===== src/rtl/fpu_issue_queue.sv =====
// Issue queue and result collector wrapped around a fixed-latency FPU core.
// A command FIFO feeds registered operands into the core. A valid/meta
// shift pipe tracks each issued op until its result appears, and that result
// is then captured into a result FIFO. Issue is gated by credits, so the
// result FIFO can never overflow.
module fpu_issue_queue #(
  parameter int CDEPTH  = 4,
  parameter int RDEPTH  = 4,
  parameter int FPU_LAT = 1,
  parameter int TAG_W   = 4
) (
  input  logic                      clk,
  input  logic                      rst,
  input  logic                      in_valid,
  output logic                      in_ready,
  input  logic [31:0]               in_a,
  input  logic [31:0]               in_b,
  input  logic [1:0]                in_opcode,
  input  logic [TAG_W-1:0]          in_tag,
  output logic [31:0]               fpu_a,
  output logic [31:0]               fpu_b,
  output logic [1:0]                fpu_opcode,
  input  logic [31:0]               fpu_outp,
  output logic                      out_valid,
  input  logic                      out_ready,
  output logic [31:0]               out_result,
  output logic [TAG_W-1:0]          out_tag,
  output logic [1:0]                out_opcode,
  output logic [$clog2(RDEPTH):0]   inflight
);
  localparam int CW = $clog2(CDEPTH);
  localparam int RW = $clog2(RDEPTH);

  typedef struct packed {
    logic [31:0]      a;
    logic [31:0]      b;
    logic [1:0]       op;
    logic [TAG_W-1:0] tag;
  } cmd_t;

  typedef struct packed {
    logic [TAG_W-1:0] tag;
    logic [1:0]       op;
  } meta_t;

  typedef struct packed {
    logic [31:0] res;
    meta_t       meta;
  } res_t;

  cmd_t  cmd_mem [CDEPTH];
  res_t  res_mem [RDEPTH];
  logic [CW:0] cmd_wr, cmd_rd;
  logic [RW:0] res_wr, res_rd, res_count;
  logic cmd_full, cmd_empty, res_full, res_empty;
  logic push, issue, capture, pop, credit_ok;

  logic  [FPU_LAT:0] vld_pipe;
  meta_t [FPU_LAT:0] meta_pipe;

  // Extra pointer bit distinguishes full from empty across wraps.
  assign cmd_full  = (cmd_wr ^ cmd_rd) == {1'b1, {CW{1'b0}}};
  assign cmd_empty = cmd_wr == cmd_rd;
  assign res_full  = (res_wr ^ res_rd) == {1'b1, {RW{1'b0}}};
  assign res_empty = res_wr == res_rd;
  assign res_count = res_wr - res_rd;

  // Credit uses registered counts, so a same-cycle pop frees nothing yet.
  assign credit_ok = ({1'b0, inflight} + {1'b0, res_count}) < (RW+2)'(RDEPTH);

  assign in_ready = !rst && !cmd_full;
  assign push     = in_valid && in_ready;
  assign issue    = !cmd_empty && credit_ok;
  assign capture  = vld_pipe[FPU_LAT];
  assign out_valid = !res_empty;
  assign pop      = out_valid && out_ready;

  assign out_result = res_mem[res_rd[RW-1:0]].res;
  assign out_tag    = res_mem[res_rd[RW-1:0]].meta.tag;
  assign out_opcode = res_mem[res_rd[RW-1:0]].meta.op;

  // Command FIFO: write on accept, advance read on issue.
  always_ff @(posedge clk) begin
    if (rst) begin
      cmd_wr <= '0;
      cmd_rd <= '0;
    end else begin
      if (push) begin
        cmd_mem[cmd_wr[CW-1:0]] <= '{a: in_a, b: in_b, op: in_opcode, tag: in_tag};
        cmd_wr <= cmd_wr + 1'b1;
      end
      if (issue) cmd_rd <= cmd_rd + 1'b1;
    end
  end

  // Operand registers hold their last value when nothing issues.
  always_ff @(posedge clk) begin
    if (rst) begin
      fpu_a      <= '0;
      fpu_b      <= '0;
      fpu_opcode <= '0;
    end else if (issue) begin
      fpu_a      <= cmd_mem[cmd_rd[CW-1:0]].a;
      fpu_b      <= cmd_mem[cmd_rd[CW-1:0]].b;
      fpu_opcode <= cmd_mem[cmd_rd[CW-1:0]].op;
    end
  end

  // Valid/meta pipe that mirrors the core latency; its last slot marks capture.
  always_ff @(posedge clk) begin
    if (rst) begin
      vld_pipe  <= '0;
      meta_pipe <= '0;
    end else begin
      vld_pipe[0]  <= issue;
      meta_pipe[0] <= '{tag: cmd_mem[cmd_rd[CW-1:0]].tag, op: cmd_mem[cmd_rd[CW-1:0]].op};
      for (int i = 1; i <= FPU_LAT; i++) begin
        vld_pipe[i]  <= vld_pipe[i-1];
        meta_pipe[i] <= meta_pipe[i-1];
      end
    end
  end

  // Result FIFO: write core output on capture, advance read on pop.
  always_ff @(posedge clk) begin
    if (rst) begin
      res_wr <= '0;
      res_rd <= '0;
    end else begin
      if (capture) begin
        res_mem[res_wr[RW-1:0]] <= '{res: fpu_outp, meta: meta_pipe[FPU_LAT]};
        res_wr <= res_wr + 1'b1;
      end
      if (pop) res_rd <= res_rd + 1'b1;
    end
  end

  // Ops issued but not yet captured.
  always_ff @(posedge clk) begin
    if (rst) inflight <= '0;
    else begin
      case ({issue, capture})
        2'b10:   inflight <= inflight + 1'b1;
        2'b01:   inflight <= inflight - 1'b1;
        default: inflight <= inflight;
      endcase
    end
  end

  // Credits guarantee room; a capture into a full FIFO is a design bug.
  a_no_overflow: assert property (@(posedge clk) disable iff (rst) !(capture && res_full));

endmodule


===== config.mk =====
export PLATFORM = sky130hd
export DESIGN_NAME = fpu_issue_queue
export DESIGN_NICKNAME = d
export VERILOG_FILES = /design/src/rtl/fpu_issue_queue.sv
export SDC_FILE = /design/constraint.sdc
export NUM_CORES = 1
export LEC_CHECK = 0
export CORE_MARGIN = 2
export CORE_UTILIZATION = 60
export CTS_CLUSTER_DIAMETER = 120
export DETAILED_ROUTE_END_ITERATION = 12
export HOLD_SLACK_MARGIN = 0.05
export PLACE_DENSITY = 0.94
export SYNTH_ARGS = -nofsm -noshare
export SYNTH_HDL_FRONTEND = slang
export SYNTH_SLANG_ARGS = --single-unit

===== constraint.sdc =====
create_clock -name clk -period 8.58 [get_ports clk]
set_input_delay 0.858 -clock clk [delete_from_list [all_inputs] [get_ports clk]]
set_output_delay 0.858 -clock clk [all_outputs]
set_load 0.02 [all_outputs]

**Word level (Yosys, flattened, before mapping)**

Memories as Yosys holds them, arrays and structs flattened. A register that Yosys moved wholly into a read port is not among the register bits.
Index checks and enable logic that the tools add are counted.

- Flip-flop bits (word level): 95
- RAM bits: 432
- Input bits: 106
- Output and inout bits: 109
- Memories kept: 2

- $add $sub $neg: 8
- $lt $le $gt $ge: 1
- Equality and inequality tests: 5
- Multiplexer cells: 11
- Bitwise gates (word level): 1
- Reduce and logical (&&, ||, !) cells: 9

Memories:

| memory | words | width | rd ports | clocked after Yosys merged registers in | write ports | RTL line | text |
|---|---|---|---|---|---|---|---|
| cmd_mem | 4 | 70 | 1 | 1 | 1 | 51 | `cmd_t cmd_mem [CDEPTH];` |
| res_mem | 4 | 38 | 1 | 1 | 1 | 52 | `res_t res_mem [RDEPTH];` |

Operator list:

| kind | number |
|---|---|
| 3-bit by 1-bit adder with 3-bit output, second input constant | 5 |
| 2-bit two-way mux | 4 |
| 3-bit equality test | 2 |
| 1-bit two-way mux | 6 |
| 3-bit one-hot mux with 2 select lines | 1 |
| 3-bit by 3-bit adder with 4-bit output | 1 |
| 1-bit logical AND | 4 |
| 1-bit zero test | 4 |
| 4-bit by 3-bit less-than comparator with 1-bit output, second input constant | 1 |
| 3-bit equality test, second input constant | 1 |
| 3-bit by 1-bit subtractor with 3-bit output, second input constant | 1 |
| 3-bit subtractor | 1 |
| 3-bit XOR | 1 |
| 2-bit by 1-bit equality test with 1-bit output, second input constant | 1 |
| 2-bit equality test, second input constant | 1 |
| 2-bit nonzero test | 1 |

**Depth between registers and ports, before layout**

Gate-level depths: netlist of run 1.

- Depth in word-level cells: 8
- Depth in mapped cells: 17
- Gate-level depth less buffers: 15

**Worst setup path after synthesis of run 1**

Ideal clock, no wire load.

- Kind: input to register
- From: input port rst
- To: memory res_mem[3][0] in the netlist's numbering, enable pin
- Library setup time: 433 ps
- Arrival: 2893 ps
- Data required time: 8147 ps
- Setup slack: 5254 ps
- Stages on the path: 3
- Buffers on the path: 2
- Cell sequence: clkbuf_1 clkbuf_1 nor2_1

- Longest elaborated chain between the ends: 2

Ends and longest elaborated chain:

| what | RTL line | text |
|---|---|---|
| start, declared | 13 | `input logic rst,` |
| 1-bit two-way mux | 126 | `if (rst) begin` |
| 1-bit two-way mux (implied by the code) | 131 | `res_mem[res_wr[RW-1:0]] <= '{res: fpu_outp, meta: meta_pipe[FPU_LAT]};` |
| end, declared | 52 |  |

Every way passes these cells.

**Worst setup path after layout of run 1**

- From: register res_wr[0]
- To: register inflight[2]

- Longest elaborated chain between the ends: 6
- Elaborated cells on any way between the ends: 8
- Classes of those cells: add/sub (2); order compare (1); eq/ne (2); mux (1); reduce/logical (2)

Ends and longest elaborated chain:

| what | RTL line | text |
|---|---|---|
| start, declared | 54 | `logic [RW:0] res_wr, res_rd, res_count;` |
| start signal, assigned | 132 | `res_wr <= res_wr + 1'b1;` |
| 3-bit subtractor (*) | 66 | `assign res_count = res_wr - res_rd;` |
| 3-bit by 3-bit adder with 4-bit output (*) | 69 | `assign credit_ok = ({1'b0, inflight} + {1'b0, res_count}) < (RW+2)'(RDEPTH);` |
| 4-bit by 3-bit less-than comparator with 1-bit output (*) | 69 |  |
| 1-bit logical AND (*) | 73 | `assign issue = !cmd_empty && credit_ok;` |
| 2-bit by 1-bit equality test with 1-bit output / 2-bit equality test (equally long branches) | 142 | `case ({issue, capture})` |
| 3-bit one-hot mux with 2 select lines / 2-bit nonzero test (equally long branches) | - |  |
| end signal, assigned | 143 | `2'b10: inflight <= inflight + 1'b1;` |
| end signal, assigned | 144 | `2'b01: inflight <= inflight - 1'b1;` |
| end signal, assigned | 145 | `default: inflight <= inflight;` |
| end, declared | 29 | `output logic [$clog2(RDEPTH):0] inflight` |

Every way passes the cells marked *; elsewhere a longest branch is shown, timed or not.
A chain may end at the register's enable or synchronous reset.

==> flow_metrics.py, run 1 <==
metrics = {
    "run_status": {
        "status": "finished clean",
    },
    "clocking": {
        "clk_pin_slew_ns": 0.06,
        "cts_root_buffer": "clkbuf_16",
        "cts_tree": "built",
        "post_cts_resized": 0,
        "cts_hold_buf": 0,
        "numCtsBuffers": 50,
        "clock_latency_ns": 0.56,
        "cts.sinks": 531,
        "cts_max_path_buffers": 3,
        "htreeDepth": 2,
        "post-cts-setup-buffers": 0,
    },
    "power_and_ir_drop": {
        "p_int_mw": 5.27,
        "power_density_nw_per_um2": 319,
        "power_switching_share": 0.299,
        "p_clk_frac": 0.300,
        "leakagePower_nw": 7.57,
        "switchingPower_mw": 2.25,
        "pwr-share-comb": 0.264,
        "seq_power_share": 0.435,
        "vdd_drop_max_uv": 276,
    },
    "placed_design": {
        "dp_hpwl_mm": 22.3,
        "port_buffers": 214,
        "dpl_cell_area_um2": 21900,
        "dpl.cell_count": 1571,
        "pre_cts_ws_ns": 4.67,
        "gp_congestion": 0.737,
    },
    "worst_setup_path": {
        "worstSetupEndpointType": "flip-flop",
        "worstRegToRegCells": 16,
        "cp_slowest_cell": "buf_4",
        "arrival_ns": 4.36,
        "critPathRequiredTime_ns": 9.05,
        "cpPeakStageDelay_ns": 0.61,
        "path_max_fanout": 68,
        "r2r_slack_ns": 4.70,
        "r2r_end": "inflight[2]$_SDFFE_PP0P_",
        "timing.rr.start": "res_wr[0]$_SDFFE_PP0P_",
        "worstSetupPathType": "flip-flop to flip-flop",
        "start_kind": "flip-flop",
        "crit_chain": "inv_1 > ha_1 > inv_1 > fa_1 > xnor2_1 > ha_1 > nor3_1 > and2_2 > buf_4 > nand2_1 > ha_1 > inv_1 > fa_1 > xor2_1 > or3_1 > a21oi_1",
    },
    "timing": {
        "finalSetupTns_ns": 0,
        "hold_viol_final": 0,
        "max_slew_margin": 0.140,
        "drv_slew": 0,
        "grt_setup_unrepaired": "no",
        "setup_viol": 0,
        "setup_ws_ns": 4.70,
        "fmax_ghz": 0.258,
        "fin_skew_ns": 0.0255,
        "period_needed_ns": 3.88,
        "worst_pin_slew_ns": 1.29,
        "fin_crit_sh": 0.452,
    },
    "drt": {
        "drc": 0,
        "via_count": 10300,
        "wl_per_cell_um": 24.2,
        "drt_pre_antenna_iters": 5,
        "vias_per_cell": 6.18,
        "met1_length_mm": 15.5,
        "met2WireLength_mm": 20.4,
        "dr_wl_met3_mm": 3.42,
        "finalWirelength_mm": 40.4,
        "ant_nets": 0,
        "drt_iter0_drc": 1103,
        "top_layer_used": "met4",
    },
    "yosys": {
        "syn_nets": 1137,
        "ys.flop_type": "edfxtp_1",
        "avgSynthCellArea_um2": 19.2,
        "synth_cell_types": 30,
        "seq_area_frac_synth": 0.769,
        "synth_edf_count": 432,
        "ys_warn_count": 0,
        "synth_seq_cells": 531,
        "synthArstFlopShare": 0,
        "netlist_area_um2": 19400,
        "netlist_instances": 1014,
    },
    "global_route": {
        "grt_pass1_wl_mm": 61.7,
        "grt_pass1_vias": 10700,
        "antenna_found_initial": 2,
        "grt_max_degree": 72,
        "grt_remaining_overflow": 0,
        "grt_use_total": 0.242,
    },
    "floorplanning": {
        "die_height_um": 184,
        "io_pins": 215,
        "rows": 65,
        "core_area_um2": 31700,
        "die_area_um2": 33900,
        "fp.dieW_um": 184,
        "start_util": 0.613,
    },
    "layout": {
        "fillCellCount": 1755,
        "seq_area_um2": 15000,
        "layout.cells.non_filler": 1665,
        "multi_input_area_um2": 4210,
        "final_cell_mix": "edfxtp_1, clkdlybuf4s50_1, mux4_2",
        "fin_area_um2": 23600,
        "area_delta_synth_final_pct": 21.4,
        "fin_nets": 1344,
        "drive_above_1_share": 0.164,
        "final_common_cell": "edfxtp_1",
    },
    "worst_hold_path": {
        "min-delay-path-class": "flip-flop to flip-flop",
        "hp-start": "meta_pipe[4]$_SDFF_PP0_",
        "min_to": "meta_pipe[10]$_SDFF_PP0_",
        "hold_depth": 1,
    },
    "job": {
        "max_cap_violations": 0,
    },
}
[worst max path at each step]
| stage | start | to | slack [ns] | depth (start not counted) |
|---|---|---|---|---|
| after floorplan | rst | res_mem[3][0]$_DFFE_PP_ | 5.25 | 3 |
| after global placement | res_wr[0]$_SDFFE_PP0P_ | inflight[2]$_SDFFE_PP0P_ | 4.85 | 16 |
| after detailed placement | res_wr[0]$_SDFFE_PP0P_ | inflight[2]$_SDFFE_PP0P_ | 4.67 | 16 |
| after CTS | res_wr[0]$_SDFFE_PP0P_ | inflight[2]$_SDFFE_PP0P_ | 4.64 | 16 |
| after global routing | res_wr[0]$_SDFFE_PP0P_ | inflight[2]$_SDFFE_PP0P_ | 4.43 | 16 |
| final | res_wr[0]$_SDFFE_PP0P_ | inflight[2]$_SDFFE_PP0P_ | 4.70 | 16 |
[cell type report]
type                    instances  share of cell area
flip-flops and latches        531               0.634
multi-input cells             408               0.178
repair buffers                220              0.0926
clock buffers                  64              0.0579
well taps                     402              0.0213
clock inverters                28              0.0139
inverters                      10             0.00159
diodes                          2            0.000212
[per-stage QoR]
step	utilization	hold WS, ns	power [mW]
3_5_place_dp	0.690	0.427	5.30
4_1_cts	0.744	0.454	7.57
3_3_place_gp	0.690	0.419	5.23
2_1_floorplan	-	0.414	4.48
5_1_grt	0.744	0.459	7.83
6_report	0.744	0.448	7.52
[cell families after synthesis]
logic type	after synthesis	share of synthesized area
AOI/OAI and AO/OA	146	0.0382
xor gates and xnor gates	15	0.00676
adders and majority gates	17	0.0117
buffers and inverters	75	0.0164
DFF	531	0.769
muxes	111	0.127
and+or+nand+nor	119	0.0312
[worst max-delay path, delay by kind of cell (launching register included)]
family | cells | cell delay [ns]
and+or+nand+nor | 4 | 0.95
xor gates and xnor gates | 2 | 0.28
AOI/OAI and AO/OA | 1 | 0.15
buffers and inverters | 4 | 0.84
DFF | 1 | 0.35
adders and majority gates | 5 | 1.24
[power by group through the flow]
stage,logic (mW),clock network [mW],registers [mW]
finish,1.99,2.26,3.27
global route,2.13,2.40,3.30
CTS,2.01,2.29,3.27
floorplan,1.09,0,3.39
detailed placement,1.98,0,3.32
global placement,1.93,0,3.31
[registers in the layout, summed over array words and instances, names as in the netlist, named ones only]
signal and count:
inflight 3, res_wr 3, fpu_opcode 2, meta_pipe 12, res_rd 3, cmd_mem 280, vld_pipe 2, cmd_rd 3
cmd_wr 3, fpu_b 32, res_mem 152, fpu_a 32
[synth_stat cells (all sizes together) (4+ instances only)]
| master | count | share of area |
|---|---|---|
| ha | 15 | 0.0097 |
| mux4 | 108 | 0.13 |
| a21oi | 72 | 0.019 |
| nor2b | 14 | 0.0045 |
| edfxtp | 432 | 0.67 |
| buf | 22 | 0.0057 |
| o21ai | 70 | 0.018 |
| xnor2 | 6 | 0.0027 |
| dfxtp | 99 | 0.10 |
| clkbuf | 43 | 0.0088 |
| inv | 10 | 0.0019 |
| xor2 | 9 | 0.0041 |
| nor2 | 17 | 0.0033 |
| nand3 | 68 | 0.018 |
| and2 | 8 | 0.0026 |
| nand2 | 4 | 0.00077 |
[routing by layer]
metal,track usage,up-vias
li1,-,4447
met1,0.321,5270
met2,0.408,502
met3,0.0521,79
met4,0.0746,0
met5,0,-
No activity file was read; power rests on OpenSTA's default activity.
==> inputs of run 2 (changes only) <==
Settings changed: CORE_UTILIZATION 60 to 56, PLACE_DENSITY 0.94 to 0.89.
Clock period 8.58 ns to 3.6 ns, I/O delays scaled along.
==> flow_metrics.py, run 2 (synthesized netlist as in run 1, its figures left out) <==
metrics = {
    "clocking": {
        "htreeDepth": 2,
        "post-cts-setup-buffers": 0,
        "post_cts_resized": 0,
        "cts_root_buffer": "clkbuf_16",
        "cts_hold_buf": 0,
        "clk_pin_slew_ns": 0.06,
        "cts.sinks": 531,
        "clock_latency_ns": 0.56,
        "numCtsBuffers": 51,
        "cts_max_path_buffers": 3,
        "cts_tree": "built",
    },
    "worst_hold_path": {
        "min-delay-path-class": "input port to flip-flop",
    },
    "placed_design": {
        "dp_hpwl_mm": 23.8,
        "port_buffers": 214,
        "gp_congestion": 0.738,
        "dpl_cell_area_um2": 22100,
    },
    "global_route": {
        "antenna_found_initial": 2,
        "grt_pass1_wl_mm": 62.8,
        "grt_use_total": 0.231,
        "grt_pass1_vias": 11000,
        "grt_max_degree": 77,
        "grt_remaining_overflow": 0,
    },
    "drt": {
        "wl_per_cell_um": 23.8,
        "drc": 0,
        "finalWirelength_mm": 41.4,
        "drt_iter0_drc": 969,
        "drt_pre_antenna_iters": 5,
        "ant_nets": 0,
        "vias_per_cell": 5.90,
        "via_count": 10200,
    },
    "floorplanning": {
        "rows": 68,
        "die_height_um": 190,
        "start_util": 0.566,
        "fp.dieW_um": 190,
        "io_pins": 215,
        "die_area_um2": 36200,
        "core_area_um2": 34400,
    },
    "timing": {
        "worst_pin_slew_ns": 1.10,
        "grt_setup_unrepaired": "no",
        "period_needed_ns": 3.15,
        "max_slew_margin": 0.268,
        "drv_slew": 0,
        "setup_viol": 0,
        "fin_crit_sh": 0.876,
        "fin_skew_ns": 0.0263,
        "fmax_ghz": 0.317,
        "hold_viol_final": 0,
        "finalSetupTns_ns": 0,
    },
    "layout": {
        "fillCellCount": 2170,
        "final_cell_mix": "edfxtp_1, clkdlybuf4s50_1, mux4_2",
        "largest_reg_flops": 280,
        "final_common_cell": "edfxtp_1",
        "area_delta_synth_final_pct": 22.3,
        "drive_above_1_share": 0.170,
        "fin_nets": 1361,
        "fin_area_um2": 23800,
    },
    "worst_setup_path": {
        "crit_chain": "inv_1 > ha_1 > inv_1 > fa_1 > xnor2_1 > ha_1 > nor3_1 > and2_2 > buf_4 > nand3_1 > a21oi_1",
        "worstSetupPathType": "flip-flop to flip-flop",
        "start_kind": "flip-flop",
        "critPathRequiredTime_ns": 4.07,
        "worstSetupEndpointType": "flip-flop",
        "cp_slowest_cell": "buf_4",
        "path_max_fanout": 67,
        "arrival_ns": 3.63,
        "cpPeakStageDelay_ns": 0.68,
    },
    "power_and_ir_drop": {
        "leakagePower_nw": 7.64,
        "vdd_drop_max_uv": 600,
        "power_density_nw_per_um2": 750,
        "power_mw": 17.8,
    },
    "job": {
        "max_cap_violations": 0,
    },
    "run_status": {
        "status": "finished clean",
    },
}
## run 2: cell types whose count changed in the layout (fill, tap and decap cells not counted), sizes merged
| cell | delta |
|---|---|
| buf | +16 |
| bufinv | -3 |
| clkbuf | +4 |
| clkinv | +4 |
| clkinvlp | -2 |
| inv | -1 |
## run 2: where the power goes
| part | total, mW | switching [mW] | internal [mW] |
|---|---|---|---|
| clock network | 5.17 | 2.17 | 3.00 |
| registers | 7.87 | 0.606 | 7.26 |
| logic | 4.79 | 2.62 | 2.17 |
## run 2: final timing paths
| check | startpoint | end | slack, ns | cells past startpoint |
|---|---|---|---|---|
| max | res_wr[0]$_SDFFE_PP0P_ | fpu_b[16]$_SDFFE_PP0P_ | 0.45 | 11 |
| min | rst | res_rd[2]$_SDFFE_PP0P_ | 0.17 | 2 |
| max reg2reg | res_wr[0]$_SDFFE_PP0P_ | fpu_b[16]$_SDFFE_PP0P_ | 0.45 | 11 |
| min reg2reg | meta_pipe[4]$_SDFF_PP0_ | meta_pipe[10]$_SDFF_PP0_ | 0.44 | 1 |
## run 2: layer usage
metal,up-vias,global-route usage,share of wire
met2,488,0.406,0.52
met4,0,0.0707,0.018
li1,4491,-,-
met3,58,0.0471,0.092
met5,-,0,0
met1,5208,0.292,0.37
## run 2: critical path, delay by kind of cell, from the launching register on
family,cells,cell delay (ns)
XOR/XNOR,1,0.18
adder cells (fa/ha/maj),3,0.78
AND/OR/NAND/NOR,3,0.67
buffers and inverters,3,0.85
AO/OA/AOI/OAI,1,0.22
flip-flops,1,0.35
## run 2: final cells by class
cell class	count	area (um^2)	area share
clock inverter	26	244	0.0103
inverter	10	37.5	0.00158
multi-input combinational	408	4210	0.177
clock buffer	68	1390	0.0585
antenna	2	5.00	0.000211
sequential	531	15000	0.629
timing repair buffer	236	2350	0.0990
tap	455	569	0.0239
## run 2: through the flow
step,util,setup slack [ns],hold WS [ns],instances
2_1_floorplan,-,0.391,0.414,1014
3_3_place_gp,0.644,0.577,0.423,1640
3_5_place_dp,0.644,0.480,0.422,1640
4_1_cts,0.692,0.452,0.155,1734
5_1_grt,0.692,0.203,0.175,1736
6_report,0.692,0.446,0.174,1736
==> inputs of run 3 (changes only) <==
Settings changed: CORE_UTILIZATION 56 to 58, CTS_BUF_LIST set to sky130_fd_sc_hd__clkbuf_4 sky130_fd_sc_hd__clkbuf_8, PLACE_DENSITY 0.89 to 0.92.
==> flow_metrics.py, run 3 (synthesized netlist as in run 1, its figures left out) <==
metrics = {
    "power_and_ir_drop": {
        "power_switching_share": 0.309,
        "vdd_drop_max_uv": 518,
        "p_clk_frac": 0.281,
        "leakagePower_nw": 7.72,
        "seq_power_share": 0.446,
        "p_int_mw": 12.2,
        "power_density_nw_per_um2": 742,
        "power_mw": 17.6,
        "pwr-share-comb": 0.273,
        "switchingPower_mw": 5.45,
    },
    "drt": {
        "ant_nets": 0,
        "vias_per_cell": 5.95,
        "wl_per_cell_um": 23.1,
        "drt_pre_antenna_iters": 5,
        "finalWirelength_mm": 41.1,
        "drt_iter0_drc": 881,
        "drc": 0,
        "via_count": 10600,
    },
    "timing": {
        "setup_ws_ns": 0.472,
        "finalSetupTns_ns": 0,
        "hold_viol_final": 0,
        "fmax_ghz": 0.320,
        "worst_pin_slew_ns": 1.09,
        "period_needed_ns": 3.13,
        "fin_skew_ns": 0.0279,
        "drv_slew": 0,
        "max_slew_margin": 0.271,
        "fin_crit_sh": 0.869,
        "setup_viol": 0,
        "grt_setup_unrepaired": "no",
    },
    "floorplanning": {
        "die_height_um": 187,
        "start_util": 0.584,
        "rows": 67,
        "core_area_um2": 33300,
        "fp.dieW_um": 187,
        "io_pins": 215,
        "die_area_um2": 35000,
    },
    "global_route": {
        "grt_max_degree": 71,
        "grt_pass1_wl_mm": 63.4,
        "antenna_found_initial": 2,
        "grt_use_total": 0.238,
        "grt_remaining_overflow": 0,
        "grt_pass1_vias": 11100,
    },
    "layout": {
        "largest_reg_flops": 280,
        "final_cell_mix": "edfxtp_1, clkdlybuf4s50_1, mux4_2",
        "seq_area_um2": 15000,
        "layout.cells.non_filler": 1775,
        "fillCellCount": 1941,
        "drive_above_1_share": 0.213,
        "area_delta_synth_final_pct": 22.3,
        "fin_area_um2": 23800,
        "fin_nets": 1386,
        "num_antenna_cells": 0,
        "final_common_cell": "edfxtp_1",
        "multi_input_area_um2": 4210,
    },
    "clocking": {
        "numCtsBuffers": 81,
        "clock_latency_ns": 0.61,
        "post-cts-setup-buffers": 0,
        "cts.sinks": 531,
        "cts_max_path_buffers": 3,
        "cts_tree": "built",
        "cts_root_buffer": "clkbuf_8",
        "cts_hold_buf": 0,
        "htreeDepth": 3,
        "clk_pin_slew_ns": 0.06,
        "post_cts_resized": 0,
    },
    "worst_setup_path": {
        "timing.rr.start": "res_wr[0]$_SDFFE_PP0P_",
        "worstRegToRegCells": 11,
        "start_kind": "flip-flop",
        "worstSetupPathType": "flip-flop to flip-flop",
        "arrival_ns": 3.65,
        "critPathRequiredTime_ns": 4.12,
        "worstSetupEndpointType": "flip-flop",
        "path_max_fanout": 67,
        "r2r_slack_ns": 0.47,
        "r2r_end": "fpu_a[15]$_SDFFE_PP0P_",
    },
    "placed_design": {
        "dpl_cell_area_um2": 22100,
        "dp_hpwl_mm": 23.6,
        "gp_congestion": 0.709,
        "dpl.cell_count": 1628,
        "pre_cts_ws_ns": 0.484,
        "port_buffers": 214,
    },
    "worst_hold_path": {
        "min-delay-path-class": "input port to flip-flop",
        "hp-start": "rst",
        "hold_depth": 2,
        "min_to": "meta_pipe[10]$_SDFF_PP0_",
    },
    "job": {
        "max_cap_violations": 0,
    },
    "run_status": {
        "status": "finished clean",
    },
}
run 3: how the worst max path moves through the flow:
stage | start | end | slack [ns] | depth (start not counted)
floorplan | res_wr[0]$_SDFFE_PP0P_ | inflight[2]$_SDFFE_PP0P_ | 0.39 | 16
global placement | res_wr[0]$_SDFFE_PP0P_ | inflight[2]$_SDFFE_PP0P_ | 0.57 | 14
detailed placement | res_wr[0]$_SDFFE_PP0P_ | inflight[2]$_SDFFE_PP0P_ | 0.48 | 14
CTS | res_wr[0]$_SDFFE_PP0P_ | fpu_b[8]$_SDFFE_PP0P_ | 0.47 | 11
global route | res_wr[0]$_SDFFE_PP0P_ | fpu_a[9]$_SDFFE_PP0P_ | 0.23 | 11
finish | res_wr[0]$_SDFFE_PP0P_ | fpu_a[15]$_SDFFE_PP0P_ | 0.47 | 11
run 3: area by class of cell:
cell class,instances,area share
clock buffers,127,0.0659
inverters,10,0.00158
flip-flops and latches,531,0.629
multi-input cells,408,0.177
clock inverters,20,0.00421
well taps,448,0.0236
repair buffers,231,0.0985
run 3: worst max-delay path: stages (launching register included):
cell     delay [ns]
dfxtp_1        0.34
inv_1          0.11
ha_1           0.15
inv_1          0.04
fa_1           0.37
xnor2_1        0.17
ha_1           0.25
nor3_1         0.26
and2_2         0.20
buf_4          0.71
nand3_1        0.22
a21oi_1        0.20
run 3: per-stage QoR:
step	hold slack [ns]	utilization
2_1_floorplan	0.414	-
3_3_place_gp	0.420	0.664
3_5_place_dp	0.420	0.664
4_1_cts	0.162	0.715
5_1_grt	0.185	0.715
6_report	0.184	0.715
run 3: power groups by stage:
stage | Sequential [mW] | Clock, mW | Combinational, mW
floorplan | 8.09 | 0 | 2.60
global placement | 7.95 | 0 | 4.63
detailed placement | 7.97 | 0 | 4.79
CTS | 7.87 | 5.05 | 4.84
global route | 7.94 | 5.31 | 5.11
finish | 7.87 | 4.96 | 4.82
run 3: per-layer routing:
layer / global-route usage / share of wire / vias up
met5: 0 / 0.00022 / -
met4: 0.0788 / 0.018 / 2
met3: 0.0553 / 0.091 / 65
met2: 0.405 / 0.51 / 582
met1: 0.307 / 0.38 / 5352
li1: - / - / 4554
